### src/rtl/uart_rx_oversample_if.sv
// Receiver-side signal bundle for the pixel-link UART.
// The slave modport is the receiver; the master modport is the line driver and byte consumer.
interface uart_rx_oversample_if;
  logic       uart_rxd;
  logic       uart_rx_done;
  logic [7:0] uart_rx_data;
  logic       uart_frame_err;
  logic       uart_rx_busy;

  modport master (
    output uart_rxd,
    input  uart_rx_done,
    input  uart_rx_data,
    input  uart_frame_err,
    input  uart_rx_busy
  );

  modport slave (
    input  uart_rxd,
    output uart_rx_done,
    output uart_rx_data,
    output uart_frame_err,
    output uart_rx_busy
  );
endinterface

### src/rtl/uart_rx_oversample.sv
// 8N1 UART receiver with 3-sample majority vote, false-start rejection and
// stop-bit error flagging; bytes leave as single-cycle strobes.
//
//   state | meaning
//   IDLE  | line idle, waiting for a falling edge
//   START | timing the start bit; a high majority aborts as a false start
//   DATA  | shifting in data bits 1..8, LSB first
//   STOP  | sampling the stop bit; leaves at the decision point
module uart_rx_oversample #(
  parameter int BPS         = 921600,
  parameter int SYS_CLK_FRE = 50_000_000
) (
  input  logic                 sys_clk,
  input  logic                 sys_rst_n,
  uart_rx_oversample_if.slave  uart
);
  localparam int BIT_CNT = SYS_CLK_FRE / BPS;
  localparam int HALF    = BIT_CNT / 2;
  localparam int CW      = $clog2(BIT_CNT);

  if (BIT_CNT < 8) begin : g_bit_cnt_check
    $error("uart_rx_oversample: SYS_CLK_FRE/BPS must be at least 8");
  end

  // Compares run against the current cnt, so each sample lands on the edge
  // that moves cnt to HALF-1, HALF and HALF+1 respectively.
  localparam logic [CW-1:0] CNT_LAST = CW'(BIT_CNT - 1);
  localparam logic [CW-1:0] CNT_S0   = CW'(HALF - 2);
  localparam logic [CW-1:0] CNT_S1   = CW'(HALF - 1);
  localparam logic [CW-1:0] CNT_DEC  = CW'(HALF);

  typedef enum logic [1:0] {IDLE, START, DATA, STOP} state_t;

  state_t        state, state_nxt;
  logic          sync1, sync2, sync3;
  logic [CW-1:0] cnt;
  logic [3:0]    bit_idx;
  logic          samp0, samp1;
  logic [7:0]    shift_q;
  logic [7:0]    rx_data;
  logic          rx_done, frame_err;
  logic          fall, wrap, decide, maj;
  logic          shift_en, done_set, err_set;

  always_ff @(posedge sys_clk or negedge sys_rst_n) begin
    if (!sys_rst_n) begin
      sync1 <= 1'b1;
      sync2 <= 1'b1;
      sync3 <= 1'b1;
    end else begin
      sync1 <= uart.uart_rxd;
      sync2 <= sync1;
      sync3 <= sync2;
    end
  end

  assign fall   = ~sync2 & sync3;
  assign wrap   = (cnt == CNT_LAST);
  assign decide = (cnt == CNT_DEC);
  assign maj    = (samp0 & samp1) | (samp0 & sync2) | (samp1 & sync2);

  always_ff @(posedge sys_clk or negedge sys_rst_n) begin
    if (!sys_rst_n) state <= IDLE;
    else            state <= state_nxt;
  end

  always_comb begin
    state_nxt = state;
    case (state)
      IDLE:    if (fall) state_nxt = START;
      START: begin
        if (decide && maj) state_nxt = IDLE;
        else if (wrap)     state_nxt = DATA;
      end
      DATA:    if (wrap && bit_idx == 4'd8) state_nxt = STOP;
      STOP:    if (decide) state_nxt = IDLE;
      default: state_nxt = IDLE;
    endcase
  end

  always_comb begin
    shift_en = 1'b0;
    done_set = 1'b0;
    err_set  = 1'b0;
    case (state)
      DATA: shift_en = decide;
      STOP: begin
        done_set = decide & maj;
        err_set  = decide & ~maj;
      end
      default: ;
    endcase
  end

  always_ff @(posedge sys_clk or negedge sys_rst_n) begin
    if (!sys_rst_n) begin
      cnt       <= '0;
      bit_idx   <= '0;
      samp0     <= 1'b1;
      samp1     <= 1'b1;
      shift_q   <= '0;
      rx_data   <= '0;
      rx_done   <= 1'b0;
      frame_err <= 1'b0;
    end else begin
      rx_done   <= done_set;
      frame_err <= err_set;
      if (state == IDLE || state_nxt == IDLE) begin
        cnt     <= '0;
        bit_idx <= '0;
      end else if (wrap) begin
        cnt     <= '0;
        bit_idx <= bit_idx + 4'd1;
      end else begin
        cnt <= cnt + 1'b1;
      end
      if (cnt == CNT_S0) samp0 <= sync2;
      if (cnt == CNT_S1) samp1 <= sync2;
      if (shift_en) shift_q <= {maj, shift_q[7:1]};
      if (done_set) rx_data <= shift_q;
    end
  end

  assign uart.uart_rx_done   = rx_done;
  assign uart.uart_rx_data   = rx_data;
  assign uart.uart_frame_err = frame_err;
  assign uart.uart_rx_busy   = (state != IDLE);
endmodule

### src/flat_wrapper.sv
// flat-port wrapper written by rule: the top's interface ports become plain ports
module uart_rx_oversample_flat 
#(
  parameter int BPS         = 921600,
  parameter int SYS_CLK_FRE = 50_000_000
)
  (sys_clk, sys_rst_n, uart_uart_rxd, uart_uart_rx_done, uart_uart_rx_data, uart_uart_frame_err, uart_uart_rx_busy);
  uart_rx_oversample_if uart_i ();
  input  logic sys_clk;
  input  logic sys_rst_n;
  input wire logic [$bits(uart_i.uart_rxd)-1:0] uart_uart_rxd;
  output wire logic [$bits(uart_i.uart_rx_done)-1:0] uart_uart_rx_done;
  output wire logic [$bits(uart_i.uart_rx_data)-1:0] uart_uart_rx_data;
  output wire logic [$bits(uart_i.uart_frame_err)-1:0] uart_uart_frame_err;
  output wire logic [$bits(uart_i.uart_rx_busy)-1:0] uart_uart_rx_busy;
  assign uart_i.uart_rxd = uart_uart_rxd;
  assign uart_uart_rx_done = uart_i.uart_rx_done;
  assign uart_uart_rx_data = uart_i.uart_rx_data;
  assign uart_uart_frame_err = uart_i.uart_frame_err;
  assign uart_uart_rx_busy = uart_i.uart_rx_busy;
  uart_rx_oversample #(.BPS(BPS), .SYS_CLK_FRE(SYS_CLK_FRE)) u_core (.sys_clk(sys_clk), .sys_rst_n(sys_rst_n), .uart(uart_i));
endmodule
### config.mk
export PLATFORM = sky130hd
export DESIGN_NAME = uart_rx_oversample_flat
export DESIGN_NICKNAME = d
export VERILOG_FILES = /design/src/rtl/uart_rx_oversample_if.sv /design/src/rtl/uart_rx_oversample.sv /design/src/flat_wrapper.sv
export SDC_FILE = /design/constraint.sdc
export NUM_CORES = 1
export LEC_CHECK = 0
export CAP_MARGIN = 5
export CORE_ASPECT_RATIO = 0.7
export CORE_MARGIN = 5
export CORE_UTILIZATION = 40
export CTS_CLUSTER_DIAMETER = 200
export DETAILED_ROUTE_END_ITERATION = 6
export PLACE_DENSITY = 0.62
export SYNTH_ARGS = -nofsm -noshare
export SYNTH_HDL_FRONTEND = slang
export SYNTH_SLANG_ARGS = --single-unit
### constraint.sdc
create_clock -name sys_clk -period 1.8 [get_ports sys_clk]
set_input_delay 0.54 -clock sys_clk [delete_from_list [all_inputs] [get_ports sys_clk]]
set_output_delay 0.54 -clock sys_clk [all_outputs]
set_load 0.1 [all_outputs]
# Yosys cells after proc, flatten, opt, wreduce, memory -nomap -nowiden
# Cells that the tools add are included.
[classes] reduce_logical=7 eq_ne=8 muxes=13 bitwise_logic=10 n_addsub=2
[op_table] op="== test 6 x 5 -> 1 bit, second input constant" count=3
[op_table] op="two-way mux 6 bit" count=2
[op_table] op="two-way mux 2 bit" count=5
[op_table] op="two-way mux 4 bit" count=2
[op_table] op="one-hot mux 2 bit (4 select lines)" count=1
[op_table] op="adder 6 x 1 -> 6 bit, second input constant" count=1
[op_table] op="bitwise AND 1 bit" count=6
[op_table] op="== test 6 bit, second input constant" count=1
[op_table] op="adder 4 x 1 -> 4 bit, second input constant" count=1
[op_table] op="== test 2 bit, second input constant" count=2
[op_table] op="== test 4 bit, second input constant" count=1
[op_table] op="logical NOT 2 bit" count=2
[op_table] op="nonzero test 2 bit" count=2
[op_table] op="two-way mux 1 bit" count=3
[op_table] op="== test 2 x 1 -> 1 bit, second input constant" count=1
[op_table] op="logical AND 1 bit" count=2
[op_table] op="NOT 1 bit" count=2
[op_table] op="bitwise OR 1 bit" count=2
[op_table] op="logical OR 1 bit" count=1
[totals] register_bits=35 elab_cells=52 out_inout_bits=11

# Longest topological paths before layout
[logic_depth] depth_word=9 mapped_depth=6 depth_no_buf=6

# Worst setup path before layout
# Ideal clock, no wire load.
[synth_timing] path_type="reg-to-reg" start="reg u_core.cnt[2]" end="reg u_core.rx_data[5], in the netlist u_core.uart.uart_rx_data[5]" period_less_slack_ns=1.559 setup_slack_ns=0.241 t_arrival_ns=1.434 setup_time_ns=0.125 path_stages_with_launch=6 path_cell_list="dfrtp_1 -> buf_6 -> and4bb_4 -> and3_4 -> nand3_4 -> mux2_4"
[synth_via] elab_chain_cells=3
[synth_lines] element="start: declaration" line_no="uart_rx_oversample.sv:36" source="logic [CW-1:0] cnt;"
[synth_lines] element="start signal: assignment" line_no="uart_rx_oversample.sv:115" source="cnt <= cnt + 1'b1;"
[synth_lines] element="== test 6 x 5 -> 1 bit" line_no="uart_rx_oversample.sv:59" source="assign decide = (cnt == CNT_DEC);"
[synth_lines] element="bitwise AND 1 bit" line_no="uart_rx_oversample.sv:88" source="done_set = decide & maj;"
[synth_lines] element="two-way mux 1 bit" line_no="uart_rx_oversample.sv:85" source="case (state)"
[synth_lines] element="end signal: assignment" line_no="uart_rx_oversample.sv:120" source="if (done_set) rx_data <= shift_q;"
[synth_lines] element="end: declaration" line_no="uart_rx_oversample.sv:40" source="logic [7:0] rx_data;"
# Every way passes these cells.
# A chain may end at the register's enable or synchronous reset.

# Worst setup path after layout
[layout_timing] start="reg u_core.state[1]" end="out uart_uart_rx_busy"
[layout_via] elab_chain_cells=1
[layout_lines] element="start: declaration" line_no="uart_rx_oversample.sv:34" source="state_t state, state_nxt;"
[layout_lines] element="start signal: assignment" line_no="uart_rx_oversample.sv:64" source="else state <= state_nxt;"
[layout_lines] element="nonzero test 2 bit" line_no="uart_rx_oversample.sv:127" source="assign uart.uart_rx_busy = (state != IDLE);"
[layout_lines] element="end: declaration" line_no="flat_wrapper.sv:15" source="output wire logic [$bits(uart_i.uart_rx_busy)-1:0] uart_uart_rx_busy;"
# Every way passes these cells.

==> impl_metrics.csv <==
group,metric,value,unit
placement,place_ws,214.7,ps
floorplanning,start_util,42.43,%
drt,avgViaCountPerCell,4.818,
sta,max_freq,576.7,MHz
setup_path,critPathKind,"flip-flop to output pin",
outcome,status,"complete, no violations",
placement,gp_congestion,0.8470,
finish,utilization,55.56,%
yosys,seq_area_frac_synth,57.69,%
pwr,pwr-share-seq,47.1,%
setup_path,cp_cell_sequence,"or2_2 -> buf_12",
yosys,synth_cell_types,27,
grt,grt.overflow.total,0,
drt,vias,925,
sta,slew_violations,0,
sta,final_hold_viol_count,0,
yosys,synth_warnings,0,
pwr,clkPwrFrac,36.2,%
drt,drt_wl_total,2.586,mm
floorplanning,die_h,61.73,um
job,drv_cap,0,
clock_tree,ctsHtreeMaxLevel,2,
yosys,synthArstFlopShare,100.0,%
floorplanning,rows,18,
drt,wire_per_inst,13.47,um
yosys,synth.net_count,124,
setup_path,start_kind,"flip-flop",
yosys,yosys.area.top_type,"dfrtp_1",
finish,num_antenna_cells,0,
clock_tree,cts_root_buf,"clkbuf_8",
pwr,p_sw,0.0005218,W
pwr,combPwrFrac,16.7,%
grt,grt_pass1_wl,4.643,mm
min_path,hold_class,"flip-flop to flip-flop",
clock_tree,clock_sinks,35,
clock_tree,clk_pin_slew,70,ps
setup_path,worstPathArrival,1190,ps
drt,drt-pass1-iter-count,4,
clock_tree,cts_tree,"built",
placement,placed_cell_area,0.001868,mm2
finish,final_area,0.002002,mm2
sta,worstMarginPinSlew,385.7,ps
yosys,synth_edf_count,0,
sta,rsz0062_at_grt,"no",
yosys,ys_ff_latch,35,
setup_path,slowest_delay,390,ps
finish,final_layout_size_suffix_gt1_share,39.44,%
grt,grt_max_degree,36,
yosys,yosys-top-cells-area,"dfrtp_1 (49%), mux2_2 (12%), dfstp_2 (8.6%), ha_1 (4.1%), and4_1 (2.3%)",
pwr,leakage,0.9332,nW
sta,fin_crit_sh,96.33,%
grt,grt_pass1_vias,989,
finish,fin_nets,149,
setup_path,critPathRequiredTime,1260,ps
sta,finalSetupViolCount,0,
sta,min_period,1734,ps
grt,antenna_found_initial,0,
yosys,synth_common_cells,"dfrtp_1 (30), mux2_2 (16), nand2_1 (8)",
sta,fin_worst_skew,4.504,ps
clock_tree,cts_buffers,5,
yosys,yosysMostFrequentCell,"dfrtp_1",
setup_path,crit_path_end_kind,"output pin",
floorplanning,ios,14,
sta,timing.slew.headroom,74.28,%
drt,drc,0,
yosys,synth.top_cell.area_share,49.10,%
pwr,swShare,26.30,%
placement,port_buffers,13,
sta,layout_setup_ws,66.03,ps
pwr,peakVddDrop,0.6543,mV
sta,tns,0,ps
pwr,power.internal,0.001463,W
floorplanning,core_area,0.003603,mm2
drt,drt-initial-drc-count,40,
setup_path,crit_path_top_delay_cell,"dfrtp_1",
pwr,power_density,991.3,mW/mm2
grt,grt_usage,11.80,%
clock_tree,clk_latency,280,ps
yosys,avgSynthCellArea,13.18,um2
clock_tree,cts_buffer_depth,2,
placement,hpwl,1.877,mm
setup_path,path_max_fanout,3,
floorplanning,die_area,0.005178,mm2
sta,hold-worst-slack,359.8,ps
yosys,synthCells,116,
drt,ant_nets,0,
yosys,synth_flop_cell,"dfrtp_1",
floorplanning,die_width,83.90,um
yosys,syn_area,0.001529,mm2
finish,area_growth,30.93,%
sequential cells by signal, indices dropped and copies added (netlist names):
signal / flops
u_core.shift_q: 8
u_core.uart.uart_rx_data: 8
u_core.cnt: 6
u_core.bit_idx: 4
u_core.state: 2
u_core.samp0: 1
u_core.samp1: 1
u_core.sync1: 1
u_core.sync2: 1
u_core.sync3: 1
u_core.uart.uart_frame_err: 1
u_core.uart.uart_rx_done: 1
layer usage:
layer / up-vias / track usage (%) / share of wire [%]
li1: 450 / - / -
met1: 459 / 14.55 / 51
met2: 14 / 18.46 / 44
met3: 2 / 3.821 / 3.7
met4: 0 / 7.569 / 1.5
met5: - / 0 / 0
cell type report:
class | instances | area (um2)
inverter | 6 | 22.52
tap | 50 | 62.56
sequential | 35 | 883.3
multi-input combinational | 72 | 603.1
fill | 310 | 1602
clock inverter | 2 | 35.03
timing repair buffer | 21 | 312.8
clock buffer | 6 | 82.58
layout by cell type (no fill, tap or decap), types with 2 or more instances in the layout:
master	count
buf_12	12
mux2_2	16
clkdlybuf4s50_1	2
nor2_1	5
o211ai_1	2
inv_1	6
nand3_1	3
dfrtp_1	29
ha_1	5
nor2b_1	3
and4_1	4
xor2_1	3
buf_4	7
clkbuf_8	6
nand2_1	8
nand4_1	2
nor3_1	6
mux2_4	2
dfstp_2	5
xnor2_1	4
path summary, 6_finish.rpt:
path,startpoint,to,slack [ps],cells after the start
setup / recovery,u_core.state[1],uart_uart_rx_busy,70,2
hold / removal,u_core.sync1,u_core.sync2,360,0
setup reg to reg,u_core.cnt[5],u_core.uart.uart_rx_data[5],210,4
hold reg to reg,u_core.sync1,u_core.sync2,360,0
max in group asynchronous,sys_rst_n,u_core.sync3,930,2
min in group asynchronous,sys_rst_n,u_core.cnt[3],630,2
repair_timing:
item | in CTS | in global routing
buffers inserted | 0 | 2
gates resized for setup | 1 | 0
hold buffers | 0 | 0
endpoints found under the setup margin | 1 | 1
power by group through the flow:
stage	Clock [W]	Sequential, W	Combinational (W)
6_report	0.000718	0.000936	0.000331
5_1_grt	0.000779	0.000945	0.000373
4_1_cts	0.000741	0.000940	0.000322
3_5_place_dp	0	0.000952	0.000320
3_3_place_gp	0	0.000947	0.000311
2_1_floorplan	0	0.000934	0.000227
worst max-delay path, delay by kind of cell, from the launching register on:
family,cells,cell delay [ps]
buffers and inverters,1,180
flip-flops,1,390
AND/OR/NAND/NOR,1,340
per-stage QoR:
step                      power [W]  instances
after detailed placement   0.001272        182
after CTS                  0.002003        190
after global placement     0.001258        182
after floorplan            0.001161        116
after global routing       0.002097        192
final                      0.001984        192
cell families (layout without fill, tap and decap cells):
logic type	after synthesis	in the layout	synth area share, %
AO/OA/AOI/OAI	5	5	2.455
XOR/XNOR	7	7	4.010
flip-flops	35	35	57.69
AND/OR/NAND/NOR	35	35	13.83
adder cells (fa/ha/maj)	6	6	4.746
multiplexers	19	19	14.40
buffers and inverters	9	35	2.864
Note: power is estimated with default switching activity, not from simulation.
